<file path="src/rtl/spi_pkg.sv">
// spi_pkg: shared definitions for the SPI master controller slice.
//   - command encodings carried in the 3-bit frame header
//   - header/payload lengths
//   - FSM state enum (also exported on the controller's debug port)
//   - frame_word(): builds the 11-bit serial word {cmd[1], cmd[1], cmd[0], din}
package spi_pkg;

    localparam logic [1:0] CMD_WR_ADDR = 2'b00;
    localparam logic [1:0] CMD_WR_DATA = 2'b01;
    localparam logic [1:0] CMD_RD_ADDR = 2'b10;
    localparam logic [1:0] CMD_RD_DATA = 2'b11;

    localparam int HEAD_LEN   = 3;
    localparam int DATA_LEN   = 8;
    localparam int FRAME_BITS = HEAD_LEN + DATA_LEN;

    typedef enum logic [2:0] {
        IDLE = 3'd0,
        HEAD = 3'd1,
        DATA = 3'd2,
        TAIL = 3'd3,
        GAP  = 3'd4
    } state_t;

    // The header repeats cmd[1] so the slave sees a start bit that equals
    // the read/write flag before the two command bits proper.
    function automatic logic [FRAME_BITS-1:0] frame_word(input logic [1:0] cmd,
                                                         input logic [7:0] din);
        return {cmd[1], cmd[1], cmd[0], din};
    endfunction

endpackage

</file>
<file path="src/rtl/spi_shifter.sv">
// spi_shifter: datapath of the SPI master.
//   11-bit PISO holding the outgoing frame (MSB first) and an 8-bit SIPO
//   collecting MISO samples (MSB first), plus the rx_data holding register.
// Ports:
//   clk, rst         clock, synchronous active-high reset
//   load             capture frame_word(cmd, din) into the PISO, clear SIPO
//   cmd, din         command and payload captured on load
//   shift_en         advance the PISO by one bit
//   sample_en        shift one MISO sample into the SIPO
//   rx_load          update rx_data with the SIPO contents including the
//                    sample taken on this same edge
//   miso             serial input from the slave
//   tx_bit           current PISO MSB (bit being presented on MOSI)
//   rx_data          byte captured by the most recent read-data frame
module spi_shifter
    import spi_pkg::*;
(
    input  logic       clk,
    input  logic       rst,
    input  logic       load,
    input  logic [1:0] cmd,
    input  logic [7:0] din,
    input  logic       shift_en,
    input  logic       sample_en,
    input  logic       rx_load,
    input  logic       miso,
    output logic       tx_bit,
    output logic [7:0] rx_data
);

    logic [FRAME_BITS-1:0] piso_q;
    logic [DATA_LEN-1:0]   sipo_q;
    logic [DATA_LEN-1:0]   sipo_next;

    // The eighth sample lands on the same edge that enters GAP, so rx_data
    // is loaded from the post-shift value rather than from sipo_q.
    assign sipo_next = {sipo_q[DATA_LEN-2:0], miso};
    assign tx_bit    = piso_q[FRAME_BITS-1];

    always_ff @(posedge clk) begin
        if (rst) begin
            piso_q  <= '0;
            sipo_q  <= '0;
            rx_data <= 8'h00;
        end else begin
            if (load) begin
                piso_q <= frame_word(cmd, din);
            end else if (shift_en) begin
                piso_q <= {piso_q[FRAME_BITS-2:0], 1'b0};
            end

            if (load) begin
                sipo_q <= '0;
            end else if (sample_en) begin
                sipo_q <= sipo_next;
            end

            if (rx_load) begin
                rx_data <= sipo_next;
            end
        end
    end

endmodule

</file>
<file path="src/rtl/spi_master_ctrl.sv">
// spi_master_ctrl: single-clock SPI master issuing 11-bit command frames.
//   Frame: 3 header bits {cmd[1], cmd[1], cmd[0]} then 8 payload bits, MSB
//   first, one bit per clk. Read-data frames (cmd=11) send zeros as payload
//   and collect 8 MISO samples starting RD_LAT cycles after the header,
//   stretching SS_n low by RD_LAT-1 TAIL cycles. SS_n then stays high for
//   GAP_CYCLES cycles before the next frame may start.
// Parameters:
//   GAP_CYCLES  SS_n-high cycles after each frame, 1..16
//   RD_LAT      header-to-first-MISO-sample latency in cycles, 1..4
// Ports:
//   clk, rst    clock (also the SPI bit clock), synchronous active-high reset
//   start       request; accepted only while busy=0
//   cmd, din    command and payload, registered on acceptance
//   busy        high from acceptance through the last GAP cycle
//   done        one-cycle pulse in the first GAP cycle
//   rx_data     byte captured by the last read-data frame
//   MOSI, SS_n  serial output and active-low slave select
//   MISO        serial input
//   dbg_state   current FSM state (spi_pkg::state_t encoding)
//
// Handshake: start is a request qualified by busy. A cycle with start=1 and
// busy=0 is accepted on that rising edge; any start seen while busy=1 is
// dropped, not queued. done marks completion; rx_data is valid from the done
// cycle until the next read-data frame completes.
module spi_master_ctrl
    import spi_pkg::*;
#(
    parameter int GAP_CYCLES = 1,
    parameter int RD_LAT     = 1
) (
    input  logic       clk,
    input  logic       rst,
    input  logic       start,
    input  logic [1:0] cmd,
    input  logic [7:0] din,
    output logic       busy,
    output logic       done,
    output logic [7:0] rx_data,
    output logic       MOSI,
    output logic       SS_n,
    input  logic       MISO,
    output logic [2:0] dbg_state
);

    localparam logic [3:0] HEAD_LAST    = 4'(HEAD_LEN - 1);
    localparam logic [3:0] DATA_LAST    = 4'(DATA_LEN - 1);
    localparam logic [3:0] TAIL_LAST    = 4'(RD_LAT - 2);
    localparam logic [3:0] GAP_LAST     = 4'(GAP_CYCLES - 1);
    localparam logic [3:0] SAMPLE_FIRST = 4'(RD_LAT - 1);
    localparam bit         HAS_TAIL     = (RD_LAT > 1);

    state_t     state_q;
    state_t     state_d;
    logic [3:0] cnt_q;
    logic [1:0] cmd_q;
    logic       accept;
    logic       is_rd;
    logic       tx_bit;
    logic       shift_en;
    logic       sample_en;
    logic       rx_load;

    assign accept    = (state_q == IDLE) && start;
    assign is_rd     = (cmd_q == CMD_RD_DATA);
    assign dbg_state = state_q;

    // State register, per-state bit counter and registered command.
    // The counter restarts on every state change and is held at zero in
    // IDLE, so within a state it only ever counts up to that state's length.
    always_ff @(posedge clk) begin
        if (rst) begin
            state_q <= IDLE;
            cnt_q   <= 4'd0;
            cmd_q   <= CMD_WR_ADDR;
        end else begin
            state_q <= state_d;
            if ((state_d != state_q) || (state_q == IDLE)) begin
                cnt_q <= 4'd0;
            end else begin
                cnt_q <= cnt_q + 4'd1;
            end
            if (accept) begin
                cmd_q <= cmd;
            end
        end
    end

    // Next-state logic.
    always_comb begin
        state_d = state_q;
        unique case (state_q)
            IDLE: if (start) state_d = HEAD;
            HEAD: if (cnt_q == HEAD_LAST) state_d = DATA;
            DATA: begin
                if (cnt_q == DATA_LAST) begin
                    state_d = (is_rd && HAS_TAIL) ? TAIL : GAP;
                end
            end
            TAIL: if (cnt_q == TAIL_LAST) state_d = GAP;
            GAP:  if (cnt_q == GAP_LAST) state_d = IDLE;
            default: state_d = IDLE;
        endcase
    end

    // Output and datapath-control logic.
    always_comb begin
        busy      = (state_q != IDLE);
        done      = (state_q == GAP) && (cnt_q == 4'd0);
        SS_n      = 1'b1;
        MOSI      = 1'b0;
        shift_en  = 1'b0;
        sample_en = 1'b0;
        rx_load   = 1'b0;
        unique case (state_q)
            HEAD: begin
                SS_n     = 1'b0;
                MOSI     = tx_bit;
                shift_en = 1'b1;
            end
            DATA: begin
                SS_n     = 1'b0;
                MOSI     = is_rd ? 1'b0 : tx_bit;
                shift_en = 1'b1;
                // Samples start RD_LAT edges after the last header edge.
                sample_en = is_rd && (cnt_q >= SAMPLE_FIRST);
                rx_load   = is_rd && !HAS_TAIL && (cnt_q == DATA_LAST);
            end
            TAIL: begin
                SS_n      = 1'b0;
                sample_en = 1'b1;
                rx_load   = (cnt_q == TAIL_LAST);
            end
            default: begin
            end
        endcase
    end

    spi_shifter u_shifter (
        .clk       (clk),
        .rst       (rst),
        .load      (accept),
        .cmd       (cmd),
        .din       (din),
        .shift_en  (shift_en),
        .sample_en (sample_en),
        .rx_load   (rx_load),
        .miso      (MISO),
        .tx_bit    (tx_bit),
        .rx_data   (rx_data)
    );

endmodule

</file>
<file path="config.mk">
export PLATFORM = sky130hd
export DESIGN_NAME = spi_master_ctrl
export DESIGN_NICKNAME = d
export VERILOG_FILES = /design/src/rtl/spi_pkg.sv /design/src/rtl/spi_shifter.sv /design/src/rtl/spi_master_ctrl.sv
export SDC_FILE = /design/constraint.sdc
export NUM_CORES = 1
export LEC_CHECK = 0
export BUFFER_PORTS_ARGS = -buffer_cell sky130_fd_sc_hd__buf_4
export CAP_MARGIN = 5
export CORE_MARGIN = 2
export CORE_UTILIZATION = 45
export DETAILED_ROUTE_END_ITERATION = 6
export PLACE_DENSITY = 0.66
export SLEW_MARGIN = 20
export SYNTH_ARGS = -nofsm -noshare
export SYNTH_HDL_FRONTEND = slang
export SYNTH_SLANG_ARGS = --single-unit
</file>
<file path="constraint.sdc">
create_clock -name clk -period 1.87 [get_ports clk]
set_input_delay 0 -clock clk [delete_from_list [all_inputs] [get_ports clk]]
set_output_delay 0 -clock clk [all_outputs]
set_load 0.02 [all_outputs]
</file>
==> results.cfg <==
[outcome]
status = complete, no violations

[sta]
finalCriticalPeriod_ps = 1660
maxSlewViolCount = 0
tightest_slew_ps = 436
setup_viol = 0
fmax_mhz = 601
skew_ps = 9.13
slew_headroom = 0.709
finalSetupTns_ps = 0
finalHoldViolations = 0
worst_slack_ps = 205
finalCritPeriodShare = 0.890
rsz0062_at_grt = no

[synthesis]
netlist_instances = 212
synth_seq_cells = 35
synth_area_mm2 = 0.00180
ys.flop_type = dfxtp_1
ys_async_sr_fraction = 0
synth-edff-count = 0
synth_cell_types = 42
syn_avg_cell_area_um2 = 8.47
syn_nets = 229
yosysWarnings = 0
seq_area_frac_synth = 0.390

[critical_path]
r2r_start = cnt_q[1]$_SDFF_PP0_
worst-r2r-setup-slack_ps = 250
cp_slowest_cell = or3b_2
cp_slowest_stage_delay_ps = 490
path_max_fanout = 5
cp-startpoint = cnt_q[0]$_SDFF_PP0_
endpoint_kind = primary output
worstPathRequired_ps = 1870
rr_worst_depth = 5
critPathTopFamily = simple AND/OR/NAND/NOR gates
critical_path_class = reg -> out
critPathLaunchType = register
worstPathCellList = inv_1 > ha_1 > or3b_2 > nor2_1 > buf_4
cp.arrival_ps = 1660
r2r-end = u_shifter.rx_data[0]$_SDFFE_PP0P_
crit_buf_inv = 2

[floorplanning]
fp.coreArea_mm2 = 0.00374
die_area_mm2 = 0.00451
io_pins = 29
die_w_um = 67.2
die_h_um = 67.2
start_util = 0.480
num_rows = 22

[drt]
wl_per_cell_um = 13.7
postRouteAntennaNets = 0
drc_errors = 0
vias = 1621
routed_wl_mm = 4.09
viasPerCell = 5.44
drt-pass1-iter-count = 4
drtIter0Drc = 151

[clock_tree]
cts_tree = built
clock-root-buffer = clkbuf_8
cts_made_buffers = 5
clk_pin_slew_ps = 80
clockBufferDepth = 2
clock_latency_ps = 290
cts_resized = 0
htreeDepth = 2
cts.sinks = 35

[layout]
area_delta_synth_final_pct = 26.9
drive_gt1_frac = 0.208
layoutNonFillerInstCount = 298
diodes = 0
fin_util = 0.609
layout.nets = 266

[pwr]
ir_drop_mv = 0.523
cellPowerDensity_mw_per_mm2 = 754
fin_total_pwr_uw = 1720
leakage_uw = 0.000836

[placed_design]
io_buffers = 28
place_worst_setup_slack_ps = 286
gp_congestion = 0.794
placed_cells = 280
hpwl_mm = 2.69

[hold_path]
hold_class = in -> reg
min-delay-start = cmd[1]
hold_end = cmd_q[1]$_SDFFE_PP0P_
min_delay_path_depth = 3

[grt]
grt_pass1_vias = 1543
grt_usage = 0.210
grt_remaining_overflow = 0
antenna_found_initial = 0
grt_pass1_wl_mm = 7.14
grt_max_degree = 38

[job]
timing.max_cap.violations = 0
[cell usage after synthesis (2+ instances only)]
| cell | count | share of area |
|---|---|---|
| mux2i_1 | 9 | 0.050 |
| nor2b_1 | 4 | 0.014 |
| nor3b_1 | 2 | 0.0084 |
| nand2_1 | 28 | 0.059 |
| dfxtp_1 | 35 | 0.39 |
| o211ai_1 | 2 | 0.0084 |
| nand2b_1 | 18 | 0.063 |
| nor2_1 | 6 | 0.013 |
| buf_2 | 6 | 0.017 |
| ha_1 | 3 | 0.021 |
| o21ai_0 | 10 | 0.028 |
| a211oi_1 | 3 | 0.013 |
| o22ai_1 | 2 | 0.0070 |
| or3_1 | 4 | 0.014 |
| nand3_1 | 9 | 0.025 |
| a21oi_1 | 24 | 0.067 |
| clkbuf_1 | 9 | 0.019 |
| a311oi_1 | 10 | 0.049 |
| nand4b_1 | 2 | 0.0098 |
| inv_1 | 4 | 0.0084 |
[power by group]
group | switching [uW] | total [uW] | internal [uW] | leakage [uW]
clock | 275 | 706 | 431 | 0.0000612
sequential | 17.5 | 792 | 774 | 0.000285
combinational | 115 | 219 | 104 | 0.000489
total | 408 | 1720 | 1310 | 0.000836
[flip-flops by register name, indices dropped and copies added, names as in the netlist]
| name | flops |
|---|---|
| u_shifter.piso_q | 11 |
| u_shifter.rx_data | 8 |
| u_shifter.sipo_q | 7 |
| cnt_q | 4 |
| dbg_state | 3 |
| cmd_q | 2 |
[per-stage QoR]
stage	hold WS [ps]	area [um2]
after detailed placement	263	2060
after floorplan	136	1800
after CTS	16.8	2280
after global placement	255	2060
final	11.7	2280
after global routing	53.0	2280
[kinds of logic after synthesis]
group / count (synthesis) / synth area share
compound gates: 60 / 0.226
xor+xnor: 2 / 0.00976
fa+ha+maj: 3 / 0.0209
buf+inv: 22 / 0.0530
flops: 35 / 0.390
mux: 9 / 0.0502
simple gates: 81 / 0.250
[layer usage]
layer	global-route usage	wire length, um
met3	0.0650	218
met4	0.0485	10
met2	0.338	1870
met5	0	0
met1	0.277	1990
[repair_timing]
| action | 4_1_cts | 5_1_grt |
|---|---|---|
| hold buffers | 10 | 0 |
| setup endpoints to repair | 0 | 0 |
| buffers inserted | 0 | 0 |
| endpoints found under the hold margin | 10 | 0 |
[worst max path at each step]
stage | end | slack [ps] | cells after the start
floorplan | MOSI | 150 | 5
global placement | u_shifter.rx_data[2]$_SDFFE_PP0P_ | 320 | 4
detailed placement | u_shifter.rx_data[0]$_SDFFE_PP0P_ | 290 | 5
CTS | done | 200 | 5
global route | u_shifter.rx_data[7]$_SDFFE_PP0P_ | 110 | 5
finish | done | 210 | 5
[cell usage in the layout, fill, tap and decap left out, types with 9 or more instances in the layout]
cell / count
buf_4: 38
dfxtp_1: 35
nand2_1: 28
a21oi_1: 24
nand2b_1: 18
a311oi_1: 10
o21ai_0: 10
dlygate4sd3_1: 10
mux2i_1: 9
nand3_1: 9
[cell type report]
cell class	instances	area, um2
fillers	356	1470
multi-input cells	155	1000
flip-flops and latches	35	701
repair buffers	48	385
clock buffers	6	82.6
well taps	48	60.1
clock inverters	2	35.0
inverters	4	15.0
[tightest hold or removal path, cell delays in order]
cell and delay (ps):
buf_4 80, nand2_1 70, a21oi_1 110
Power figures use the tool's default switching activity.
